$ cat src/rtl/pipeline_hazard_ctrl_pkg.sv
// cpu_pkg: opcode constants and scheduler FSM state encodings shared by the hazard controller.
package cpu_pkg;
   localparam logic [4:0] OP_LOAD_R = 5'b01010;
   localparam logic [4:0] OP_LOAD_I = 5'b01011;
   localparam logic [4:0] OP_JMP    = 5'b10011;
   localparam logic [4:0] OP_JNE    = 5'b10100;
   localparam logic [4:0] OP_JEQ    = 5'b10101;
   localparam logic [4:0] OP_MULT   = 5'b10110;
   localparam logic [4:0] OP_NOP    = 5'b10111;
   typedef enum logic [1:0] {RUN = 2'd0, MULT_WAIT = 2'd1, FLUSH = 2'd2} state_t;
endpackage

$ cat src/rtl/pipeline_hazard_ctrl_if.sv
// pipeline_hazard_ctrl_if: ID/EX status in, pipeline stall/flush controls out.
// HAZARD_STATS_EN adds the stall/flush cycle counters.
interface pipeline_hazard_ctrl_if #(parameter int REG_ADDR_W = 4);
   logic                  id_valid;
   logic [4:0]            id_opcode;
   logic [REG_ADDR_W-1:0] id_rs_a;
   logic [REG_ADDR_W-1:0] id_rs_b;
   logic                  id_uses_b;
   logic                  ex_valid;
   logic [4:0]            ex_opcode;
   logic [REG_ADDR_W-1:0] ex_rd;
   logic                  branch_taken;
   logic                  stall_pc;
   logic                  stall_id;
   logic                  hold_ex;
   logic                  bubble_ex;
   logic                  flush_if_id;
   logic                  mult_busy;
   logic [1:0]            ctrl_state;
`ifdef HAZARD_STATS_EN
   logic [15:0]           stall_cycles;
   logic [15:0]           flush_cycles;
   modport master(output id_valid, id_opcode, id_rs_a, id_rs_b, id_uses_b, ex_valid, ex_opcode,
                  ex_rd, branch_taken,
                  input stall_pc, stall_id, hold_ex, bubble_ex, flush_if_id, mult_busy,
                  ctrl_state, stall_cycles, flush_cycles);
   modport slave(input id_valid, id_opcode, id_rs_a, id_rs_b, id_uses_b, ex_valid, ex_opcode,
                 ex_rd, branch_taken,
                 output stall_pc, stall_id, hold_ex, bubble_ex, flush_if_id, mult_busy,
                 ctrl_state, stall_cycles, flush_cycles);
`else
   modport master(output id_valid, id_opcode, id_rs_a, id_rs_b, id_uses_b, ex_valid, ex_opcode,
                  ex_rd, branch_taken,
                  input stall_pc, stall_id, hold_ex, bubble_ex, flush_if_id, mult_busy,
                  ctrl_state);
   modport slave(input id_valid, id_opcode, id_rs_a, id_rs_b, id_uses_b, ex_valid, ex_opcode,
                 ex_rd, branch_taken,
                 output stall_pc, stall_id, hold_ex, bubble_ex, flush_if_id, mult_busy,
                 ctrl_state);
`endif
endinterface

$ cat src/rtl/pipeline_hazard_ctrl_down_counter.sv
// hazard_down_counter: 4-bit loadable down-counter with zero flag; stops at zero.
module hazard_down_counter (
   input  logic       clk,
   input  logic       reset,
   input  logic       load,
   input  logic [3:0] load_val,
   input  logic       dec,
   output logic [3:0] cnt,
   output logic       zero
);
   always_ff @(posedge clk)
      if (reset) cnt <= 4'd0;
      else if (load) cnt <= load_val;
      else if (dec && !zero) cnt <= cnt - 4'd1;
   assign zero = cnt == 4'd0;
endmodule

$ cat src/rtl/pipeline_hazard_ctrl.sv
// pipeline_hazard_ctrl: Mealy load-use / MULT / branch-flush scheduler for the decode pipeline.
// Optional HAZARD_STATS_EN adds saturating stall_cycles / flush_cycles counters.
module pipeline_hazard_ctrl
   import cpu_pkg::*;
#(
   parameter int REG_ADDR_W     = 4,
   parameter int MULT_CYCLES    = 4,
   parameter int BRANCH_PENALTY = 2
) (
   input logic                   clk,
   input logic                   reset,
   pipeline_hazard_ctrl_if.slave bus
);
   localparam logic [3:0] MC_LD = 4'(MULT_CYCLES - 2);
   localparam logic [3:0] BP_LD = 4'(BRANCH_PENALTY - 2);
   state_t     state, state_nx;
   logic       rst_q, blk, ld, dec, zero, load_use, ex_mult;
   logic [3:0] ld_val, cnt;
   // The cycle after reset is quiet as well: outputs masked and the FSM held in RUN.
   assign blk      = reset | rst_q;
   assign ex_mult  = bus.ex_valid && bus.ex_opcode == OP_MULT;
   assign load_use = bus.ex_valid && (bus.ex_opcode == OP_LOAD_R || bus.ex_opcode == OP_LOAD_I)
                     && bus.id_valid && (bus.id_rs_a == bus.ex_rd
                     || (bus.id_uses_b && bus.id_rs_b == bus.ex_rd));
   always_ff @(posedge clk)
      if (reset) begin
         state <= RUN;
         rst_q <= 1'b1;
      end else begin
         state <= state_nx;
         rst_q <= 1'b0;
      end
   hazard_down_counter u_cnt (
      .clk(clk), .reset(reset), .load(ld), .load_val(ld_val), .dec(dec), .cnt(cnt), .zero(zero)
   );
   always_comb begin
      state_nx        = state;
      ld              = 1'b0;
      ld_val          = MC_LD;
      dec             = 1'b0;
      bus.stall_pc    = 1'b0;
      bus.stall_id    = 1'b0;
      bus.hold_ex     = 1'b0;
      bus.bubble_ex   = 1'b0;
      bus.flush_if_id = 1'b0;
      bus.mult_busy   = 1'b0;
      if (!blk)
         case (state)
            RUN:
               if (bus.branch_taken) begin
                  bus.flush_if_id = 1'b1;
                  bus.bubble_ex   = 1'b1;
                  if (BRANCH_PENALTY > 1) begin
                     state_nx = FLUSH;
                     ld       = 1'b1;
                     ld_val   = BP_LD;
                  end
               end else if (ex_mult) begin
                  {bus.stall_pc, bus.stall_id, bus.hold_ex, bus.mult_busy} = 4'hF;
                  if (MULT_CYCLES > 2) begin
                     state_nx = MULT_WAIT;
                     ld       = 1'b1;
                  end
               end else if (load_use)
                  {bus.stall_pc, bus.stall_id, bus.bubble_ex} = 3'b111;
            // The detect cycle already holds once, so leaving at cnt==1 gives MULT_CYCLES-1 total.
            MULT_WAIT: begin
               {bus.stall_pc, bus.stall_id, bus.hold_ex, bus.mult_busy} = 4'hF;
               dec      = 1'b1;
               state_nx = cnt <= 4'd1 ? RUN : MULT_WAIT;
            end
            FLUSH: begin
               bus.flush_if_id = 1'b1;
               ld              = bus.branch_taken;
               ld_val          = BP_LD;
               dec             = !bus.branch_taken;
               state_nx        = !bus.branch_taken && zero ? RUN : FLUSH;
            end
            default: state_nx = RUN;
         endcase
   end
   assign bus.ctrl_state = reset ? 2'd0 : state;
   a_no_branch_in_mult: assert property (@(posedge clk) disable iff (blk)
      state == MULT_WAIT |-> !bus.branch_taken);
`ifdef HAZARD_STATS_EN
   always_ff @(posedge clk)
      if (reset) begin
         bus.stall_cycles <= 16'd0;
         bus.flush_cycles <= 16'd0;
      end else begin
         bus.stall_cycles <= bus.stall_cycles + 16'(bus.stall_pc && bus.stall_cycles != 16'hFFFF);
         bus.flush_cycles <= bus.flush_cycles + 16'(bus.flush_if_id && bus.flush_cycles != 16'hFFFF);
      end
`endif
endmodule

$ cat src/flat_wrapper.sv
// flat-port wrapper written by rule: the top's interface ports become plain ports
module pipeline_hazard_ctrl_flat import cpu_pkg::*;
#(
   parameter int REG_ADDR_W     = 4,
   parameter int MULT_CYCLES    = 4,
   parameter int BRANCH_PENALTY = 2
)
  (clk, reset, bus_id_valid, bus_id_opcode, bus_id_rs_a, bus_id_rs_b, bus_id_uses_b, bus_ex_valid, bus_ex_opcode, bus_ex_rd, bus_branch_taken, bus_stall_pc, bus_stall_id, bus_hold_ex, bus_bubble_ex, bus_flush_if_id, bus_mult_busy, bus_ctrl_state);
  pipeline_hazard_ctrl_if #(.REG_ADDR_W(REG_ADDR_W)) bus_i ();
  input logic clk;
  input logic reset;
  input wire logic [$bits(bus_i.id_valid)-1:0] bus_id_valid;
  input wire logic [$bits(bus_i.id_opcode)-1:0] bus_id_opcode;
  input wire logic [$bits(bus_i.id_rs_a)-1:0] bus_id_rs_a;
  input wire logic [$bits(bus_i.id_rs_b)-1:0] bus_id_rs_b;
  input wire logic [$bits(bus_i.id_uses_b)-1:0] bus_id_uses_b;
  input wire logic [$bits(bus_i.ex_valid)-1:0] bus_ex_valid;
  input wire logic [$bits(bus_i.ex_opcode)-1:0] bus_ex_opcode;
  input wire logic [$bits(bus_i.ex_rd)-1:0] bus_ex_rd;
  input wire logic [$bits(bus_i.branch_taken)-1:0] bus_branch_taken;
  output wire logic [$bits(bus_i.stall_pc)-1:0] bus_stall_pc;
  output wire logic [$bits(bus_i.stall_id)-1:0] bus_stall_id;
  output wire logic [$bits(bus_i.hold_ex)-1:0] bus_hold_ex;
  output wire logic [$bits(bus_i.bubble_ex)-1:0] bus_bubble_ex;
  output wire logic [$bits(bus_i.flush_if_id)-1:0] bus_flush_if_id;
  output wire logic [$bits(bus_i.mult_busy)-1:0] bus_mult_busy;
  output wire logic [$bits(bus_i.ctrl_state)-1:0] bus_ctrl_state;
  assign bus_i.id_valid = bus_id_valid;
  assign bus_i.id_opcode = bus_id_opcode;
  assign bus_i.id_rs_a = bus_id_rs_a;
  assign bus_i.id_rs_b = bus_id_rs_b;
  assign bus_i.id_uses_b = bus_id_uses_b;
  assign bus_i.ex_valid = bus_ex_valid;
  assign bus_i.ex_opcode = bus_ex_opcode;
  assign bus_i.ex_rd = bus_ex_rd;
  assign bus_i.branch_taken = bus_branch_taken;
  assign bus_stall_pc = bus_i.stall_pc;
  assign bus_stall_id = bus_i.stall_id;
  assign bus_hold_ex = bus_i.hold_ex;
  assign bus_bubble_ex = bus_i.bubble_ex;
  assign bus_flush_if_id = bus_i.flush_if_id;
  assign bus_mult_busy = bus_i.mult_busy;
  assign bus_ctrl_state = bus_i.ctrl_state;
  pipeline_hazard_ctrl #(.REG_ADDR_W(REG_ADDR_W), .MULT_CYCLES(MULT_CYCLES), .BRANCH_PENALTY(BRANCH_PENALTY)) u_core (.clk(clk), .reset(reset), .bus(bus_i));
endmodule
$ cat config.mk
export PLATFORM = sky130hd
export DESIGN_NAME = pipeline_hazard_ctrl_flat
export DESIGN_NICKNAME = d
export VERILOG_FILES = /design/src/rtl/pipeline_hazard_ctrl_pkg.sv /design/src/rtl/pipeline_hazard_ctrl_if.sv /design/src/rtl/pipeline_hazard_ctrl_down_counter.sv /design/src/rtl/pipeline_hazard_ctrl.sv /design/src/flat_wrapper.sv
export SDC_FILE = /design/constraint.sdc
export NUM_CORES = 1
export LEC_CHECK = 0
export CAP_MARGIN = 20
export CORE_MARGIN = 2
export CORE_UTILIZATION = 41
export CTS_CLUSTER_SIZE = 8
export DETAILED_ROUTE_END_ITERATION = 12
export HOLD_SLACK_MARGIN = 0.06
export PLACE_DENSITY_LB_ADDON = 0.15
export SLEW_MARGIN = 20
export SYNTH_ARGS = -nofsm -noshare
export SYNTH_HDL_FRONTEND = slang
export SYNTH_SLANG_ARGS = --single-unit
$ cat constraint.sdc
create_clock -name clk -period 2.4 [get_ports clk]
set_input_delay 0.36 -clock clk [delete_from_list [all_inputs] [get_ports clk]]
set_output_delay 0.36 -clock clk [all_outputs]
set_load 0.05 [all_outputs]
==> impl_metrics.csv, run 1 <==
group,metric,value,unit
setup_path,crit_chain,"clkdlybuf4s50_1 -> xor2_1 -> nor4_2 -> a21o_1 -> a41o_2 -> buf_12",
setup_path,endpoint_kind,"primary output",
setup_path,cpPeakStageDelay,460,ps
yosys,synth_cell_types,35,
clock_tree,cts_buffer_depth,2,
floorplan,start_util,44.2,%
min_path,hold_path_class,"reg -> reg",
global_route,grt_pass1_wl,2.63,mm
floorplan,die_x,44.5,µm
yosys,synth-seq-area-share,20.8,%
floorplan,ios,36,
setup_path,cp_data_arrival_time,1880,ps
layout,diodes,0,
global_route,track_usage,18.1,%
placed_design,place_inst,122,
floorplan,die-area,1980,µm²
setup_path,required,2040,ps
yosys,synthCells,77,
sta,maxSlewHeadroom,75.7,%
global_route,grt_max_degree,8,
setup_path,critPathSlowestCell,"clkdlybuf4s50_1",
setup_path,critPathBufInv,2,
global_route,antenna_found_initial,0,
clock_tree,clk_pin_slew_worst_paths,60,ps
drt,viasPerCell,5.33,
setup_path,path_delay_family,"buffers and inverters",
sta,rsz0062_at_grt,"no",
clock_tree,insertion_delay,260,ps
floorplan,core_area,1520,µm²
sta,period_share,93.2,%
drt,ant_nets,0,
power_and_ir_drop,p_int,264,µW
sta,tightest_slew,361,ps
sta,hold_viol,0,
placed_design,gp_congestion,0.792,
clock_tree,cts_tree,"built",
clock_tree,cts.sinks,7,
yosys,synth.avg_cell_area,8.74,µm²
yosys,synth_edf_count,0,
clock_tree,cts_made_buffers,3,
power_and_ir_drop,p_sw_share,32.3,%
sta,min_period,2240,ps
min_path,hp-start,"u_core.u_cnt.cnt[3]",
setup_path,critPathKind,"in -> out",
power_and_ir_drop,clkPwrFrac,29.5,%
power_and_ir_drop,power_switching,126,µW
yosys,synthFlopType,"dfxtp_1",
placed_design,port_buffers,30,
drt,wl_per_cell,12.6,µm
yosys,synth-seq-cells,7,
clock_tree,htree_levels,1,
layout,fillers,134,
layout,nets,145,
clock_tree,post-cts-setup-buffers,0,
yosys,ys_async_sr_fraction,0,%
placed_design,dpl.hpwl,1.33,mm
sta,setup_violations,0,
layout,finalNonFillerCells,126,
clock_tree,cts_root_buf,"clkbuf_4",
sta,tns,0,ps
power_and_ir_drop,ir_drop,301,µV
floorplan,die_h,44.5,µm
yosys,yosys_warnings,0,
power_and_ir_drop,seqPwrFrac,31.8,%
sta,skew,10.6,ps
layout,syn2layout_area_growth,59.5,%
setup_path,crit_start,"bus_ex_rd[2]",
drt,dr.pass1.iters,4,
setup_path,reg2reg_from,"u_core.u_cnt.cnt[0]",
outcome,status,"finished clean",
drt,vias,671,
drt,drcViolationCount,0,
drt,drt_iter0_drc,11,
yosys,synth_area,673,µm²
floorplan,rows,14,
global_route,grt_pass1_vias,653,
setup_path,cp_max_fo,2,
sta,slew_violations,0,
global_route,overflow,0,
sta,fmax,0.447,GHz
drt,wl,1.59,mm
power_and_ir_drop,power_density,363,nW/µm²
power_and_ir_drop,p_leak,0.440,nW
layout,drive_gt1_share,19.1,%
yosys,syn-num-nets,111,
job,cap_violations,0,
power_and_ir_drop,combPwrFrac,38.8,%
setup_path,cp-start-kind,"primary input",
==> cell usage in the layout, fill, tap and decap left out, types with 2 or more instances in the layout <==
cell type and count:
nor2_1 7, dfxtp_1 7, nand2_1 4, or3_1 2
ha_1 6, a21oi_1 4, inv_1 4, mux2_2 3
and2b_1 2, nand2b_1 2, buf_4 3, buf_12 6
xor2_1 4, xnor2_1 5, o21ai_0 2, clkbuf_4 3
clkdlybuf4s50_1 22, o21bai_1 2
==> cells in the mapped netlist, types with 2 or more instances <==
master    n  area [µm²]
mux2_2    3        33.8
xnor2_1   5        43.8
ha_1      6        75.1
o21bai_1  2        15.0
or3_1     2        12.5
a21oi_1   4        20.0
nor2_1    7        26.3
xor2_1    4        35.0
o21ai_0   2        10.0
and2b_1   2        15.0
buf_4     2        15.0
inv_1     4        15.0
nor4_1    2        12.5
nand2_1   4        15.0
dfxtp_1   7         140
nand2b_1  2        12.5
==> final timing paths <==
kind	to	slack (ps)	cells past startpoint
max	bus_stall_pc	160	6
min	u_core.u_cnt.cnt[3]	520	2
max reg2reg	u_core.u_cnt.cnt[1]	680	6
min reg2reg	u_core.u_cnt.cnt[3]	520	2
==> state kept, by name (all words and copies together) (netlist names) <==
register / flops
u_core.u_cnt.cnt: 4
u_core.state: 2
u_core.rst_q: 1
==> cells by family (layout without fill, tap and decap cells) <==
group	count (synthesis)	after routing	synth area share, %
buf+inv	6	39	4.46
flops	7	7	20.8
mux	4	4	6.51
compound gates	18	18	21.2
fa+ha+maj	6	6	11.2
simple gates	27	27	24.2
xor+xnor	9	9	11.7
==> per-stage QoR <==
step | worst slack, ps | area, µm² | util, % | hold slack (ps) | total power, mW
after floorplan | 114 | 673 | - | 388 | 0.204
after global placement | 159 | 1040 | 68.3 | 502 | 0.273
after detailed placement | 147 | 1040 | 68.3 | 510 | 0.276
after CTS | 141 | 1070 | 70.0 | 518 | 0.390
after global routing | 67.1 | 1070 | 70.4 | 597 | 0.406
final | 163 | 1070 | 70.4 | 519 | 0.390
==> per-layer routing <==
layer,share of wire (%),vias up,track usage (%),routed length [µm]
li1,-,341,-,-
met1,39,308,19.9,613
met2,55,22,33.9,868
met3,6.9,0,6.53,109
met4,0,0,1.82,0
met5,0,-,0,0
==> power by group through the flow <==
stage	logic [mW]	registers, mW	clock network, mW
2_1_floorplan	0.0779	0.126	0
3_3_place_gp	0.147	0.126	0
3_5_place_dp	0.149	0.126	0
4_1_cts	0.150	0.124	0.116
5_1_grt	0.161	0.125	0.120
6_report	0.151	0.124	0.115
==> tightest hold or removal path: stages, from the launching register on <==
cell     delay, ps
dfxtp_1        340
o21ai_0         80
a21oi_1         60
==> repair_timing <==
action,4_1_cts,5_1_grt
hold buffers,0,0
setup endpoints to repair,0,2
resized for setup,0,1
==> area by class of cell <==
type,instances,area (µm²),share of cell area [%]
well taps,16,20.0,1.86
flip-flops and latches,7,140,13.1
clock buffers,4,26.3,2.45
repair buffers,31,363,33.8
inverters,4,15.0,1.40
multi-input cells,64,509,47.4
(Power assumes the default switching activity.)
==> run 2, diff against run 1 <==
- TNS_END_PERCENT: unset -> 5
==> results of run 2 <==
The final DEF is identical to that of run 1; final timing and power are the same.
==> run 3, diff against run 2 <==
- GPL_TIMING_DRIVEN: unset -> 0
==> run 3 against run 2 <==
Die area unchanged; global-route usage decreased by 0.64 points; non-clock buffer count rose by 1; worst setup slack got worse by 35 ps; first-iteration DRC count shrank 18%; highest routed layer unchanged.
==> impl_metrics.csv, run 3 (synthesized netlist as in run 1, its figures left out) <==
group,metric,value,unit
drt,vias,655,
sta,setup_violations,0,
sta,fin_ws,128,ps
layout,top_regs,"u_core.u_cnt.cnt (4), u_core.state (2), u_core.rst_q (1)",
global_route,antenna_found_initial,0,
layout,final_util,66.5,%
floorplan,rows,14,
sta,tightest_slew,492,ps
layout,final_cell_mix,"clkdlybuf4s50_1, nor2_1, dfxtp_1",
setup_path,critPathCapture,"bus_stall_pc",
sta,skew,2.85,ps
floorplan,die_x,44.5,µm
layout,mostFrequentLayoutCell,"clkdlybuf4s50_1",
clock_tree,cts_root_buf,"clkbuf_4",
sta,rsz0062_at_grt,"no",
setup_path,crit_start,"bus_ex_rd[1]",
global_route,track_usage,17.5,%
global_route,overflow,0,
sta,slew_violations,0,
placed_design,gp_congestion,0.763,
drt,drcViolationCount,0,
floorplan,ios,36,
floorplan,start_util,44.2,%
min_path,hold_path_class,"reg -> reg",
sta,period_share,94.7,%
setup_path,r2r_cells,6,
drt,dr.pass1.iters,2,
setup_path,cp-start-kind,"primary input",
drt,wl,1.44,mm
floorplan,die-area,1980,µm²
setup_path,r2r_end,"u_core.u_cnt.cnt[1]",
drt,wl_per_cell,11.3,µm
power_and_ir_drop,p_leak,0.423,nW
power_and_ir_drop,p_total,374,µW
clock_tree,cts_resized,14,
floorplan,core_area,1520,µm²
clock_tree,clk_pin_slew_worst_paths,50,ps
clock_tree,cts_made_buffers,3,
drt,ant_nets,0,
placed_design,dpl_worst_slack,-527,ps
setup_path,cp_data_arrival_time,1910,ps
clock_tree,cts.sinks,7,
drt,viasPerCell,5.16,
sta,min_period,2270,ps
setup_path,cp_max_fo,2,
clock_tree,holdBufCountCts,0,
power_and_ir_drop,ir_drop,266,µV
layout,diodes,0,
clock_tree,insertion_delay,260,ps
setup_path,critPathKind,"in -> out",
sta,maxSlewHeadroom,67.1,%
power_and_ir_drop,power_density,369,nW/µm²
outcome,status,"finished clean",
setup_path,reg2reg_from,"u_core.u_cnt.cnt[0]",
layout,largest_register_ffs,4,
setup_path,required,2040,ps
clock_tree,cts_tree,"built",
floorplan,die_h,44.5,µm
drt,drt_iter0_drc,9,
layout,nets,146,
clock_tree,htree_levels,1,
clock_tree,post-cts-setup-buffers,0,
global_route,grt_max_degree,8,
clock_tree,cts_buffer_depth,2,
global_route,grt_pass1_vias,623,
placed_design,dpl.hpwl,1.25,mm
layout,regMostFlops,"u_core.u_cnt.cnt",
sta,fmax,0.440,GHz
setup_path,endpoint_kind,"primary output",
layout,drive_gt1_share,18.0,%
layout,syn2layout_area_growth,50.6,%
setup_path,reg2reg_slack,670,ps
global_route,grt_pass1_wl,2.61,mm
sta,hold_viol,0,
min_path,hp-start,"u_core.u_cnt.cnt[3]",
placed_design,port_buffers,30,
job,cap_violations,0,
==> run 3: critical path, cell delays in order <==
cell and delay (ps):
clkdlybuf4s50_1 450, xnor2_1 150, and4_1 200, a21o_1 180, a41o_2 270, buf_4 120, buf_4 180
==> run 3: area by class of cell <==
class | count | area, µm²
sequential | 7 | 140
tap | 16 | 20.0
multi-input combinational | 64 | 512
timing repair buffer | 30 | 285
buffer | 2 | 15.0
fill | 141 | 510
clock buffer | 4 | 26.3
inverter | 4 | 15.0
==> run 3: worst min path at each step <==
stage / end / slack (ps) / cells past startpoint
2_1_floorplan: u_core.rst_q / 390 / 0
3_3_place_gp: u_core.u_cnt.cnt[3] / 500 / 2
3_5_place_dp: u_core.u_cnt.cnt[3] / 510 / 2
4_1_cts: u_core.u_cnt.cnt[3] / 520 / 2
5_1_grt: u_core.u_cnt.cnt[3] / 560 / 2
6_report: u_core.u_cnt.cnt[3] / 520 / 2
==> run 3: metal layers <==
metal / global-route usage, % / vias up / wire (µm)
met5: 0 / - / 0
met4: 1.82 / 0 / 0
met3: 6.53 / 0 / 84
met2: 30.1 / 17 / 759
met1: 21.2 / 296 / 594
li1: - / 342 / -
==> run 3: power by group <==
part	internal (mW)	total (mW)	switching, mW
clock	0.0637	0.111	0.0470
combinational	0.0716	0.139	0.0673
sequential	0.120	0.124	0.00385
total	0.256	0.374	0.118
==> run 3: per-stage QoR <==
stage	std cells	cell area (µm²)	hold slack (ps)	setup TNS [ps]
floorplan	77	673	388	0
global placement	123	993	503	-1790
detailed placement	123	993	508	-1820
CTS	127	1010	515	-15.4
global route	127	1010	563	0
finish	127	1010	519	0
